<file path="src/rtl/seq_pkg.sv">
// Shared definitions for the serial 1011 link: state encoding and default pattern.
package seq_pkg;

  typedef enum logic [1:0] {
    ST_IDLE  = 2'd0,
    ST_SHIFT = 2'd1,
    ST_DONE  = 2'd2
  } state_e;

  localparam int unsigned     DEF_PLEN    = 4;
  localparam logic [DEF_PLEN-1:0] DEF_PATTERN = 4'b1011;

endpackage

</file>
<file path="src/rtl/pattern_counter.sv">
// Bit-serial overlapping pattern matcher; counts PATTERN hits (MSB first) since the last clr.
module pattern_counter import seq_pkg::*; #(
  parameter int unsigned     PLEN    = DEF_PLEN,
  parameter logic [PLEN-1:0] PATTERN = DEF_PATTERN,
  parameter int unsigned     CNTW    = 4
) (
  input  logic            clk,
  input  logic            rst,
  input  logic            clr,
  input  logic            bit_in,
  input  logic            bit_en,
  output logic [CNTW-1:0] cnt
);

  localparam int unsigned FW = $clog2(PLEN) + 1;
  localparam logic [FW-1:0] FULL = FW'(PLEN - 1);

  // Only the PLEN-1 most recent bits are kept; the incoming bit completes the window.
  logic [PLEN-2:0] hist_q, hist_d;
  logic [FW-1:0]   fill_q, fill_d;
  logic [CNTW-1:0] cnt_q, cnt_d;
  logic [PLEN-1:0] window;
  logic            armed;

  always_comb begin
    window = {hist_q, bit_in};
    armed  = (fill_q == FULL);
    hist_d = hist_q;
    fill_d = fill_q;
    cnt_d  = cnt_q;
    if (clr) begin
      hist_d = '0;
      fill_d = '0;
      cnt_d  = '0;
    end else if (bit_en) begin
      hist_d = window[PLEN-2:0];
      if (!armed) fill_d = fill_q + 1'b1;
      if (armed && (window == PATTERN) && (cnt_q != '1)) cnt_d = cnt_q + 1'b1;
    end
  end

  always_ff @(posedge clk) begin
    if (rst) begin
      hist_q <= '0;
      fill_q <= '0;
      cnt_q  <= '0;
    end else begin
      hist_q <= hist_d;
      fill_q <= fill_d;
      cnt_q  <= cnt_d;
    end
  end

  assign cnt = cnt_q;

endmodule

</file>
<file path="src/rtl/seq_tx_1011.sv">
// Serial pattern transmitter: loads a byte on set, shifts it out MSB first with dvalid,
// and counts overlapping PATTERN occurrences in the emitted frame.
module seq_tx_1011 import seq_pkg::*; #(
  parameter int unsigned     WIDTH   = 8,
  parameter int unsigned     PLEN    = DEF_PLEN,
  parameter logic [PLEN-1:0] PATTERN = DEF_PATTERN,
  parameter int unsigned     CNTW    = 4
) (
  input  logic             clk,
  input  logic             rst,
  input  logic             set,
  input  logic [WIDTH-1:0] data,
  output logic             dout,
  output logic             dvalid,
  output logic             busy,
  output logic             done,
  output logic [CNTW-1:0]  match_cnt,
  output logic [1:0]       now
);

  localparam int unsigned BCW = (WIDTH > 1) ? $clog2(WIDTH) : 1;
  localparam logic [BCW-1:0] LAST = BCW'(WIDTH - 1);

  state_e           state_q, state_d;
  logic [WIDTH-1:0] shreg_q, shreg_d;
  logic [BCW-1:0]   bitcnt_q, bitcnt_d;
  logic             dout_q, dout_d;
  logic             dvalid_q, dvalid_d;
  logic             busy_q, busy_d;
  logic             done_q, done_d;
  logic             pc_clr, pc_en;

  always_comb begin
    state_d  = state_q;
    shreg_d  = shreg_q;
    bitcnt_d = bitcnt_q;
    dout_d   = 1'b0;
    dvalid_d = 1'b0;
    busy_d   = 1'b0;
    done_d   = 1'b0;
    unique case (state_q)
      ST_IDLE: begin
        if (set) begin
          state_d  = ST_SHIFT;
          shreg_d  = data;
          bitcnt_d = '0;
          dout_d   = data[WIDTH-1];
          dvalid_d = 1'b1;
          busy_d   = 1'b1;
        end
      end
      ST_SHIFT: begin
        shreg_d  = shreg_q << 1;
        bitcnt_d = bitcnt_q + 1'b1;
        busy_d   = 1'b1;
        if (bitcnt_q == LAST) begin
          state_d = ST_DONE;
          done_d  = 1'b1;
        end else begin
          dout_d   = shreg_d[WIDTH-1];
          dvalid_d = 1'b1;
        end
      end
      ST_DONE: state_d = ST_IDLE;
      default: state_d = ST_IDLE;
    endcase
  end

  always_ff @(posedge clk) begin
    if (rst) begin
      state_q  <= ST_IDLE;
      shreg_q  <= '0;
      bitcnt_q <= '0;
      dout_q   <= 1'b0;
      dvalid_q <= 1'b0;
      busy_q   <= 1'b0;
      done_q   <= 1'b0;
    end else begin
      state_q  <= state_d;
      shreg_q  <= shreg_d;
      bitcnt_q <= bitcnt_d;
      dout_q   <= dout_d;
      dvalid_q <= dvalid_d;
      busy_q   <= busy_d;
      done_q   <= done_d;
    end
  end

  // The bit on dout during SHIFT is the one retired at the coming edge.
  assign pc_clr = (state_q == ST_IDLE) && set;
  assign pc_en  = (state_q == ST_SHIFT);

  pattern_counter #(
    .PLEN    (PLEN),
    .PATTERN (PATTERN),
    .CNTW    (CNTW)
  ) u_pattern_counter (
    .clk    (clk),
    .rst    (rst),
    .clr    (pc_clr),
    .bit_in (dout_q),
    .bit_en (pc_en),
    .cnt    (match_cnt)
  );

  assign dout   = dout_q;
  assign dvalid = dvalid_q;
  assign busy   = busy_q;
  assign done   = done_q;
  assign now    = state_q;

endmodule

</file>
<file path="config.mk">
export PLATFORM = sky130hd
export DESIGN_NAME = seq_tx_1011
export DESIGN_NICKNAME = d
export VERILOG_FILES = /design/src/rtl/seq_pkg.sv /design/src/rtl/pattern_counter.sv /design/src/rtl/seq_tx_1011.sv
export SDC_FILE = /design/constraint.sdc
export NUM_CORES = 1
export LEC_CHECK = 0
export BUFFER_PORTS_ARGS = -buffer_cell sky130_fd_sc_hd__buf_2
export CORE_ASPECT_RATIO = 0.6
export CORE_MARGIN = 3
export CORE_UTILIZATION = 35
export DETAILED_ROUTE_END_ITERATION = 6
export MAX_ROUTING_LAYER = met4
export PLACE_DENSITY = 0.66
export SLEW_MARGIN = 15
export SYNTH_ARGS = -nofsm -noshare
export SYNTH_HDL_FRONTEND = slang
export SYNTH_SLANG_ARGS = --single-unit
</file>
<file path="constraint.sdc">
create_clock -name clk -period 1.7 [get_ports clk]
set_clock_uncertainty 0.1 [all_clocks]
set_input_delay 0.51 -clock clk [delete_from_list [all_inputs] [get_ports clk]]
set_output_delay 0.51 -clock clk [all_outputs]
set_load 0.02 [all_outputs]
</file>
==> results.json <==
{
  "synthMuxAreaShare_pct": 4.04,
  "p_leak_nw": 0.612,
  "holdWs_ns": 0.390,
  "syn-instance-count": 131,
  "hold_violations": 0,
  "dp_slack_ns": 0.0334,
  "ir_drop_uv": 359,
  "worstPathCellList": "ha_1 -> ha_2 -> nand4b_4 -> nor4_4 -> mux2i_1",
  "synth_area_um2": 1240,
  "num_rows": 16,
  "synth_top_family_by_area": "simple AND/OR/NAND/NOR gates",
  "num_io_pins": 21,
  "p_per_area_nw_per_um2": 891,
  "cp-end-kind": "flop",
  "yosysUniqueCellTypes": 35,
  "syn_area_per_cell_um2": 9.46,
  "r2r_end": "u_pattern_counter.cnt[3]$_SDFFE_PP0P_",
  "outcome": "complete, no violations",
  "maxCapViolCount": 0,
  "cp.arrival_ns": 1.72,
  "fmax_ghz": 0.617,
  "cts_tree": "done",
  "worstMarginPinSlew_ns": 0.452,
  "gp_congestion": 0.784,
  "timing.final.crit_share_pct": 95.3,
  "route.detailed.drc": 0,
  "r2r_slack_ns": 0.08,
  "worst-path-buf-inv": 0,
  "hold_buffers": 0,
  "hold_path_depth": 2,
  "slew_headroom_pct": 69.8,
  "reg2reg_from": "u_pattern_counter.fill_q[0]$_SDFFE_PP0P_",
  "antenna_cells": 0,
  "critical_path_depth": 5,
  "rsz0062_at_grt": "yes",
  "fin_crit_ns": 1.62,
  "cts.sinks": 26,
  "synth_xor_area_share_pct": 0.707,
  "area_delta_synth_final_pct": 18.1,
  "clockBufferDepth": 2,
  "synth_fp_nets": 147,
  "fin_ws_ns": 0.0793,
  "synth_seq_cells": 26,
  "worstPathRequired_ns": 1.80,
  "cts_made_buffers": 3,
  "synth-compound-area-share_pct": 17.9,
  "initial_utilization_pct": 37.3,
  "ant_nets": 0,
  "grt_pass1_vias": 1000,
  "synth_adder_area_share_pct": 5.05,
  "drive_above_1_share_pct": 26.0,
  "hold_end": "u_pattern_counter.hist_q[1]$_SDFFE_PP0P_",
  "drtPass1Iterations": 4,
  "synth_edf_count": 0,
  "die-area_um2": 4310,
  "fp.dieW_um": 82.8,
  "hold_start": "u_pattern_counter.hist_q[1]$_SDFFE_PP0P_",
  "crit_slowest_cell": "dfxtp_1",
  "fp.dieH_um": 52.1,
  "final_common_cell": "dfxtp_1",
  "yosysSeqAreaShare_pct": 42.0,
  "crit_type": "reg2reg",
  "yosys_warnings": 0,
  "drtIter0Drc": 36,
  "setup_violations": 0,
  "core_um2": 3320,
  "r2r_cells": 5,
  "cts_root_buf": "clkbuf_8",
  "critPathMaxStageDelay_ns": 0.37,
  "critPathLaunchType": "flop",
  "fin_nets": 167,
  "synthFlopType": "dfxtp_1",
  "grt_max_degree": 24,
  "grt-ovfl-total": 0,
  "clk_latency_ns": 0.27,
  "slew_violations": 0,
  "vias": 1006,
  "htree_num_levels": 1,
  "io_buffers": 20,
  "wl_um": 2620,
  "worst-path-max-fanout": 4,
  "wl_per_cell_um": 13.4,
  "cts.reportedPaths.clkPinSlew_ns": 0.09,
  "hp-class": "reg2reg",
  "p_total_mw": 1.30,
  "post_drt_via_cell_ratio": 5.16,
  "grt_pass1_wl_um": 4460,
  "track_usage_pct": 13.1,
  "num-fill-cells": 338,
  "mostFrequentLayoutCells": "26 x dfxtp_1, 20 x buf_2, 12 x a21oi_1, 9 x inv_1, 8 x nand2_1",
  "synth-simple-area-share_pct": 23.0,
  "hpwl_um": 1930,
  "cp_top_family": "simple AND/OR/NAND/NOR gates",
  "async_reset_ff_share_pct": 0,
  "antenna_found_initial": 0
}
[sequential cells by signal, indices dropped and copies added (netlist names), 2 cells and up]
name,count
now,2
u_pattern_counter.cnt,4
shreg_q,7
u_pattern_counter.hist_q,3
u_pattern_counter.fill_q,3
bitcnt_q,3
[worst register-to-register path: cells and delay by family, from the launching register on]
kind	cells	cell delay [ns]
fa+ha+maj	2	0.39
mux	1	0.21
flops	1	0.37
simple gates	2	0.49
[logic make-up after synthesis]
logic type	count (synthesis)
XOR/XNOR	1
AO/OA/AOI/OAI	31
buffers and inverters	18
adder cells (fa/ha/maj)	5
multiplexers	5
AND/OR/NAND/NOR	45
flip-flops	26
[repair_timing]
action,in CTS,in global routing
setup endpoints to repair,0,4
endpoints found under the hold margin,0,0
buffers inserted,0,0
resized for setup,0,4
[synth_stat cells (all sizes together) (3+ instances only)]
master / n / area share [%]
nand2b: 4 / 2.2
clkbuf: 3 / 0.91
a21oi: 12 / 4.8
or3b: 3 / 2.1
nor3: 7 / 2.8
o22a: 5 / 3.5
dfxtp: 26 / 42
nor2: 6 / 1.8
buf: 6 / 3.6
nand3b: 6 / 3.6
nor3b: 3 / 2.2
ha: 5 / 5.1
inv: 9 / 2.7
nand2: 8 / 2.4
mux2i: 5 / 4.0
o221a: 5 / 4.5
[per-stage QoR]
stage / instances / setup TNS (ns) / area, um2 / utilization, %
floorplan: 131 / 0 / 1240 / -
global placement: 191 / 0 / 1370 / 41.2
global route: 195 / -0.0491 / 1460 / 44.0
detailed placement: 191 / 0 / 1370 / 41.2
CTS: 195 / 0 / 1440 / 43.3
finish: 195 / 0 / 1460 / 44.0
[how the worst max path moves through the flow]
stage,start,end
after global placement,u_pattern_counter.fill_q[0]$_SDFFE_PP0P_,u_pattern_counter.cnt[3]$_SDFFE_PP0P_
after floorplan,u_pattern_counter.fill_q[0]$_SDFFE_PP0P_,u_pattern_counter.cnt[3]$_SDFFE_PP0P_
after CTS,u_pattern_counter.fill_q[0]$_SDFFE_PP0P_,u_pattern_counter.cnt[3]$_SDFFE_PP0P_
after global routing,u_pattern_counter.fill_q[0]$_SDFFE_PP0P_,u_pattern_counter.cnt[3]$_SDFFE_PP0P_
after detailed placement,u_pattern_counter.fill_q[0]$_SDFFE_PP0P_,u_pattern_counter.cnt[3]$_SDFFE_PP0P_
final,u_pattern_counter.fill_q[0]$_SDFFE_PP0P_,u_pattern_counter.cnt[3]$_SDFFE_PP0P_
[cell type report]
type	count	area (um2)	share of cell area [%]
timing repair buffer	24	130	8.90
clock buffer	3	41.3	2.82
inverter	9	33.8	2.31
multi-input combinational	87	651	44.5
clock inverter	1	30.0	2.05
sequential	26	520	35.6
tap	45	56.3	3.85
[power by group]
group	total, mW	switching [mW]	internal, mW
Sequential	0.656	0.0206	0.636
Clock	0.507	0.192	0.315
Combinational	0.140	0.0751	0.0651
Total	1.30	0.288	1.02
[layer usage]
layer,wire length [um],GRT usage (%),vias up
li1,-,-,507
met1,1270,16.0,476
met2,1210,21.0,23
met3,139,4.91,0
met4,0,2.99,0
met5,0,-,-
Power figures use the tool's default switching activity.
